[src/rtl/pipe_pkg.sv]
// Shared control-word layout for the decode/execute pipeline stage.
// Field positions are fixed; the stage only decodes them for convenience.
package pipe_pkg;
  localparam int CTRL_WRE       = 7;
  localparam int CTRL_MEM_WE    = 6;
  localparam int CTRL_WB_SEL_HI = 5;
  localparam int CTRL_WB_SEL_LO = 4;
  localparam int CTRL_ALU_HI    = 3;
  localparam int CTRL_ALU_LO    = 0;

  typedef logic [7:0] ctrl_t;

  localparam ctrl_t CTRL_NOP = '0;
endpackage

[src/rtl/pipe_slot.sv]
// One pipeline slot: a valid bit plus a payload register.
// Clear beats load on the valid bit; payload only changes on a load.
module pipe_slot #(
  parameter int W = 8
) (
  input  logic         clk,
  input  logic         reset,
  input  logic         load_i,
  input  logic         clr_i,
  input  logic [W-1:0] d_i,
  output logic         valid_o,
  output logic [W-1:0] q_o
);

  logic         valid_q;
  logic [W-1:0] data_q;

  always_ff @(posedge clk or negedge reset) begin
    if (!reset) begin
      valid_q <= 1'b0;
      data_q  <= '0;
    end else begin
      if (clr_i) begin
        valid_q <= 1'b0;
      end else if (load_i) begin
        valid_q <= 1'b1;
      end
      if (load_i && !clr_i) begin
        data_q <= d_i;
      end
    end
  end

  assign valid_o = valid_q;
  assign q_o     = data_q;

endmodule

[src/rtl/decode_execute_stage.sv]
// Decode->Execute register stage with valid/ready handshake, optional skid slot,
// synchronous flush and saturating stall/bubble counters.
module decode_execute_stage
  import pipe_pkg::*;
#(
  parameter int DATA_W  = 16,
  parameter int REG_AW  = 4,
  parameter int CTRL_W  = 8,
  parameter int NUM_SRC = 2,
  parameter int SKID    = 1,
  parameter int CNT_W   = 16
) (
  input  logic                      clk,
  input  logic                      reset,
  input  logic                      in_valid,
  output logic                      in_ready,
  input  logic [CTRL_W-1:0]         in_ctrl,
  input  logic [NUM_SRC*DATA_W-1:0] in_src,
  input  logic [NUM_SRC*REG_AW-1:0] in_rs,
  input  logic [REG_AW-1:0]         in_rd,
  input  logic                      flush,
  output logic                      out_valid,
  input  logic                      out_ready,
  output logic [CTRL_W-1:0]         out_ctrl,
  output logic                      out_wre,
  output logic                      out_mem_we,
  output logic [1:0]                out_wb_sel,
  output logic [3:0]                out_alu_op,
  output logic [NUM_SRC*DATA_W-1:0] out_src,
  output logic [NUM_SRC*REG_AW-1:0] out_rs,
  output logic [REG_AW-1:0]         out_rd,
  input  logic                      cnt_clr,
  output logic [CNT_W-1:0]          stall_cycles,
  output logic [CNT_W-1:0]          bubble_cycles
);

  localparam int PW = CTRL_W + NUM_SRC * (DATA_W + REG_AW) + REG_AW;
  localparam logic [CNT_W-1:0] CNT_MAX = '1;
  localparam logic [CNT_W-1:0] CNT_ONE = {{(CNT_W-1){1'b0}}, 1'b1};

  // Handshake: a beat moves on a port in any cycle where valid and ready are
  // both high at the rising edge; valid never depends on ready on either side.
  logic          accept, transfer;
  logic          main_valid, main_load, main_clr;
  logic          skid_valid, skid_load, skid_clr;
  logic [PW-1:0] in_pay, main_d, main_q, skid_q;

  logic [CTRL_W-1:0]         main_ctrl;
  logic [NUM_SRC*DATA_W-1:0] main_src;
  logic [NUM_SRC*REG_AW-1:0] main_rs;
  logic [REG_AW-1:0]         main_rd;

  logic [CNT_W-1:0] stall_q, stall_d, bubble_q, bubble_d;

  assign in_pay   = {in_ctrl, in_src, in_rs, in_rd};
  assign accept   = in_valid && in_ready;
  assign transfer = main_valid && out_ready;

  // Skid drains into main first; otherwise new input enters main when it frees up.
  assign main_load = !flush && ((transfer && skid_valid) ||
                                (accept && (!main_valid || transfer)));
  assign main_d    = skid_valid ? skid_q : in_pay;
  assign main_clr  = flush || (transfer && !main_load);
  assign skid_load = !flush && accept && main_valid && !transfer;
  assign skid_clr  = flush || (transfer && skid_valid);

  pipe_slot #(.W(PW)) u_main (
    .clk    (clk),
    .reset  (reset),
    .load_i (main_load),
    .clr_i  (main_clr),
    .d_i    (main_d),
    .valid_o(main_valid),
    .q_o    (main_q)
  );

  if (SKID != 0) begin : g_skid
    pipe_slot #(.W(PW)) u_skid (
      .clk    (clk),
      .reset  (reset),
      .load_i (skid_load),
      .clr_i  (skid_clr),
      .d_i    (in_pay),
      .valid_o(skid_valid),
      .q_o    (skid_q)
    );
    assign in_ready = !skid_valid;
  end else begin : g_noskid
    assign skid_valid = 1'b0;
    assign skid_q     = '0;
    assign in_ready   = !main_valid || out_ready;
  end

  assign {main_ctrl, main_src, main_rs, main_rd} = main_q;

  assign out_valid  = main_valid;
  assign out_ctrl   = main_valid ? main_ctrl : CTRL_W'(CTRL_NOP);
  assign out_wre    = out_ctrl[CTRL_WRE];
  assign out_mem_we = out_ctrl[CTRL_MEM_WE];
  assign out_wb_sel = out_ctrl[CTRL_WB_SEL_HI:CTRL_WB_SEL_LO];
  assign out_alu_op = out_ctrl[CTRL_ALU_HI:CTRL_ALU_LO];
  assign out_src    = main_src;
  assign out_rs     = main_rs;
  assign out_rd     = main_rd;

  always_comb begin
    stall_d  = stall_q;
    bubble_d = bubble_q;
    if (cnt_clr) begin
      stall_d  = '0;
      bubble_d = '0;
    end else begin
      if (main_valid && !out_ready && stall_q != CNT_MAX) stall_d = stall_q + CNT_ONE;
      if (!main_valid && bubble_q != CNT_MAX) bubble_d = bubble_q + CNT_ONE;
    end
  end

  always_ff @(posedge clk or negedge reset) begin
    if (!reset) begin
      stall_q  <= '0;
      bubble_q <= '0;
    end else begin
      stall_q  <= stall_d;
      bubble_q <= bubble_d;
    end
  end

  assign stall_cycles  = stall_q;
  assign bubble_cycles = bubble_q;

endmodule

[config.mk]
export PLATFORM = sky130hd
export DESIGN_NAME = decode_execute_stage
export DESIGN_NICKNAME = d
export VERILOG_FILES = /design/src/rtl/pipe_pkg.sv /design/src/rtl/pipe_slot.sv /design/src/rtl/decode_execute_stage.sv
export SDC_FILE = /design/constraint.sdc
export NUM_CORES = 1
export LEC_CHECK = 0
export CORE_ASPECT_RATIO = 1.25
export CORE_MARGIN = 8
export CORE_UTILIZATION = 45
export CTS_CLUSTER_DIAMETER = 120
export CTS_CLUSTER_SIZE = 20
export DETAILED_ROUTE_END_ITERATION = 6
export PLACE_DENSITY_LB_ADDON = 0.08
export SYNTH_ARGS = -nofsm -noshare
export SYNTH_HDL_FRONTEND = slang
export SYNTH_SLANG_ARGS = --single-unit
[constraint.sdc]
create_clock -name clk -period 1.8 [get_ports clk]
set_clock_uncertainty 0.15 [all_clocks]
set_input_delay 0.36 -clock clk [delete_from_list [all_inputs] [get_ports clk]]
set_output_delay 0.36 -clock clk [all_outputs]
set_load 0.005 [all_outputs]
==> impl_table.tex <==
\begin{tabular}{lr}
\hline
Metric & Value \\
\hline
\multicolumn{2}{l}{\textbf{Yosys}} \\
\quad Synth cell count leaders & 138 x sky130\_fd\_sc\_hd\_\_dfrtp\_1, 78 x sky130\_fd\_sc\_hd\_\_a21oi\_1, 59 x sky130\_fd\_sc\_hd\_\_nor2\_1 \\
\quad Syn. warnings & 0 \\
\quad Synthesized cell area & between 6000 and 7000 um2 \\
\quad Leading cell type by number of instances after synthesis & sky130\_fd\_sc\_hd\_\_dfrtp\_1 \\
\quad Dominant cells by area after synthesis & sky130\_fd\_sc\_hd\_\_dfrtp\_1 52\%, sky130\_fd\_sc\_hd\_\_mux2\_2 9.0\%, sky130\_fd\_sc\_hd\_\_mux2i\_1 8.2\% \\
\quad Net count after synthesis & around 660 \\
\quad Number of flops mapped to enable cells by yosys & 0 \\
\quad Post-Syn Instances & $\sim$600 \\
\quad Top cell type's share of synthesized area & between 50\% and 60\% \\
\quad Count of state elements after synthesis & between 100 and 150 \\
\quad Commonest register cell after synthesis & sky130\_fd\_sc\_hd\_\_dfrtp\_1 \\
\quad Part of the Yosys area used for sequential elements & a little over half \\
\quad Share of async-settable or async-resettable flops after synthesis & 100\% \\
\quad Post-synth cell types & 38 \\
\quad Average instance area after synthesis & between 10 and 15 um2 \\
\quad Cell type with the largest total area after synthesis & sky130\_fd\_sc\_hd\_\_dfrtp\_1 \\
\multicolumn{2}{l}{\textbf{CTS}} \\
\quad CTS Buf Count & 17 \\
\quad Clock tree from TritonCTS & built \\
\quad H-tree depth & 4 \\
\quad Clk pin slew, worst setup/hold paths & approximately 0.06 ns \\
\quad Total number of clock tree sinks & 138 \\
\quad CTS max path bufs & 2 \\
\quad Clock Root Buffer & sky130\_fd\_sc\_hd\_\_clkbuf\_16 \\
\quad Clock network latency to the later pin of the worst-skew pair & roughly 0.42 ns \\
\multicolumn{2}{l}{\textbf{Worst setup path}} \\
\quad Series of cell instances along the critical path & buf\_6 > buf\_6 > buf\_6 > nor2b\_4 > a211oi\_4 > buf\_12 > buf\_8 > clkbuf\_16 > nor2\_2 > a21oi\_1 \\
\quad Crit-path max FO & 8 \\
\quad Data arrival, critical path & around 2.2 ns \\
\quad Required time of the worst setup path & 1.99 ns \\
\quad Category of the critical setup timing path & register to register \\
\quad R2r worst-path depth & 10 \\
\quad Startpoint Class & register \\
\quad Most prevalent standard cell on the critical path & sky130\_fd\_sc\_hd\_\_buf\_6 \\
\quad Maximum single-stage delay on the critical path & 0.41 ns \\
\quad Origin of the critical flop-to-flop path & u\_main.valid\_o \\
\quad Crit Reg-Reg Endpoint & u\_main.q\_o[44] \\
\quad Crit-path slowest cell & sky130\_fd\_sc\_hd\_\_dfrtp\_1 \\
\quad Nature of the critical path endpoint & register \\
\quad Worst setup slack for register-to-register paths & -0.20 ns \\
\multicolumn{2}{l}{\textbf{Placed design}} \\
\quad PortBufs & $\sim$150 \\
\quad Final estimated routing congestion in global placement & 0.828 \\
\quad Detail Placement HPWL & about 12000 um \\
\multicolumn{2}{l}{\textbf{Finish}} \\
\quad Core Util, Final & between 70\% and 80\% \\
\quad Layout net count & between 800 and 900 \\
\quad Area growth syn-to-layout & 59.5\% \\
\quad Ratio of cells with drive above 1 in the final layout & $\sim$46\% \\
\quad Count of antenna diodes in the layout & 0 \\
\quad Fill cell count & around 1000 \\
\multicolumn{2}{l}{\textbf{Worst hold path}} \\
\quad HP Class & input pin to asynchronous set/reset pin \\
\multicolumn{2}{l}{\textbf{Timing}} \\
\quad Final Hold Vio Count & 0 \\
\quad Max-slew violation count & 0 \\
\quad Worst setup margin & -0.195 ns \\
\quad Setup repair after global routing missed its margin & yes \\
\quad Final number of setup-violating endpoints & roughly 110 \\
\quad Peak clock frequency supported by timing & between 500 and 600 MHz \\
\quad Slew HR & between 60 and 70\% \\
\quad Share of the clock period used by the worst path after layout & 111\% \\
\quad Slew of the pin with the lowest slew margin & 0.525 ns \\
\quad Min cycle time layout & between 1.5 and 2 ns \\
\multicolumn{2}{l}{\textbf{Power}} \\
\quad Leakage power & approximately 4.6 nW \\
\quad Power share of the clock group & 34.9\% \\
\quad Internal & $\sim$7 mW \\
\quad Worst IR drop on VDD & between 0.0006 and 0.0007 V \\
\quad Net switching share of the total power & between 20 and 30\% \\
\quad Proportion of power drawn by flip-flops and latches & a little over two fifths \\
\quad P per Cell Area & 907 nW/um2 \\
\quad Part of the power in combinational logic & between 20\% and 30\% \\
\quad Overall power of the completed layout & 9.57 mW \\
\quad NetSw & approximately 2.6 mW \\
\multicolumn{2}{l}{\textbf{Global routing}} \\
\quad First-pass GRT wire length & 30300 um \\
\quad Largest net degree at the start of global routing & 52 \\
\quad Congestion Overflow GR & 0 \\
\quad Initial antenna violation count & 0 \\
\quad Total global routing track utilization & between 10\% and 20\% \\
\quad Number of global-route vias before repair & approximately 5800 \\
\multicolumn{2}{l}{\textbf{Detailed routing}} \\
\quad Vias per std cell & 5.47 \\
\quad Per-cell routed wire length & about 20 um \\
\quad Post-route DRC & 0 \\
\quad Total vias in the final route & $\sim$5600 \\
\quad Final antenna-violating net count & 0 \\
\quad Pre-Repair DR Iteration Count & 4 \\
\quad Detailed Route WL & between 20000 and 25000 um \\
\quad Number of violations reported at the end of detailed-routing iteration 0 & 200 \\
\multicolumn{2}{l}{\textbf{Floorplanning}} \\
\quad Overall die area & 18800 um2 \\
\quad Die Y & 152 um \\
\quad Die boundary width & between 100 and 150 um \\
\quad Core Region & $\sim$14000 um2 \\
\quad Starting density of the core & 45.9\% \\
\quad I/O pin count & between 150 and 200 \\
\quad Core Rows & 49 \\
\multicolumn{2}{l}{\textbf{Status}} \\
\quad Outcome & finished, violations left \\
\quad Failing checks & negative setup slack \\
\multicolumn{2}{l}{\textbf{Flow run}} \\
\quad Max-cap violations & 0 \\
\hline
\end{tabular}
==> layout make-up <==
| type | instances | area (um2) | area share (%) |
|---|---|---|---|
| timing repair buffer | 294 | 3040 | 28.9 |
| clock buffer | 22 | 474 | 4.50 |
| tap | 178 | 223 | 2.11 |
| multi-input combinational | 368 | 3230 | 30.6 |
| clock inverter | 9 | 90.1 | 0.854 |
| sequential | 138 | 3460 | 32.8 |
| inverter | 6 | 22.5 | 0.214 |
==> logic make-up after synthesis <==
family	synth area share, %
AOI/OAI and AO/OA	9.46
xor gates and xnor gates	0.265
adders and majority gates	0.379
buffers and inverters	8.86
DFF	52.2
muxes	17.2
and+or+nand+nor	11.6
==> power by group through the flow <==
stage | Combinational (mW) | Sequential, mW | Clock (mW)
2_1_floorplan | 1.10 | 3.96 | 0
3_5_place_dp | 1.75 | 4.05 | 0
3_3_place_gp | 1.70 | 4.03 | 0
5_1_grt | 2.33 | 4.12 | 3.53
6_report | 2.16 | 4.06 | 3.34
4_1_cts | 1.90 | 4.00 | 3.40
==> metal layers <==
metal  up-vias  track usage [%]  part of all wire, %
li1       2562                -                    -
met4         0             8.03                  1.7
met2       158             35.6                   54
met1      2804             22.1                   39
met5         -                0                    0
met3        31             5.60                  5.4
==> state kept, by name, summed over array words and instances, names as in the netlist <==
signal and count:
u_main.valid_o 1, bubble_cycles 16, g_skid.u_skid.valid_o 1, u_main.q_o 52, g_skid.u_skid.q_o 52, stall_cycles 16
==> per-stage QoR <==
step / std cells / setup WS (ns) / cell area, um2 / TNS [ns] / hold slack [ns]
2_1_floorplan: 595 / 0.000991 / 6630 / 0 / -0.0856
3_3_place_gp: 911 / -0.523 / 8430 / -44.13 / 0.153
3_5_place_dp: 911 / -0.535 / 8430 / -46.83 / 0.162
4_1_cts: 989 / -0.184 / 9700 / -8.18 / 0.283
5_1_grt: 1015 / -0.249 / 10500 / -16.53 / 0.308
6_report: 1015 / -0.195 / 10500 / -10.78 / 0.281
==> placed cells by master, fill, tap and decap left out, types with 10 or more instances in the layout <==
cell                              count
sky130_fd_sc_hd__a21oi_1             25
sky130_fd_sc_hd__a21oi_2             53
sky130_fd_sc_hd__buf_4               96
sky130_fd_sc_hd__buf_6               34
sky130_fd_sc_hd__clkbuf_16           26
sky130_fd_sc_hd__clkdlybuf4s50_1     55
sky130_fd_sc_hd__dfrtp_1            134
sky130_fd_sc_hd__dlygate4sd2_1       67
sky130_fd_sc_hd__mux2_2              53
sky130_fd_sc_hd__mux2i_1             54
sky130_fd_sc_hd__nand2_1             10
sky130_fd_sc_hd__nor2_1              22
sky130_fd_sc_hd__nor2_2              12
sky130_fd_sc_hd__nor2_4              25
sky130_fd_sc_hd__o31ai_1             10
==> what timing repair did <==
item / CTS / global route
endpoints found under the setup margin: 173 / 152
setup buffers: 37 / 16
hold buffers: 1 / 0
cloned: 9 / 12
pin swaps: 25 / 21
gates resized for setup: 224 / 150
endpoints found under the hold margin: 37 / 0
==> worst max-delay path by stage <==
stage                      from                     to  slack, ns  depth (start not counted)
5_1_grt          u_main.valid_o         u_main.q_o[44]      -0.25                         10
6_report         u_main.valid_o         u_main.q_o[44]      -0.20                         10
2_1_floorplan  bubble_cycles[1]       bubble_cycles[5]      0.001                          6
3_5_place_dp          out_ready   g_skid.u_skid.q_o[7]      -0.54                          5
3_3_place_gp          out_ready  g_skid.u_skid.q_o[34]      -0.52                          5
4_1_cts          u_main.valid_o         u_main.q_o[31]      -0.18                         11
==> critical path, delay by kind of cell, from the launching register on <==
kind                   cells  cell delay [ns]
buffers and inverters      6             0.83
flip-flops                 1             0.41
AO/OA/AOI/OAI              2             0.35
AND/OR/NAND/NOR            2             0.18
No activity file was read; power rests on OpenSTA's default activity.
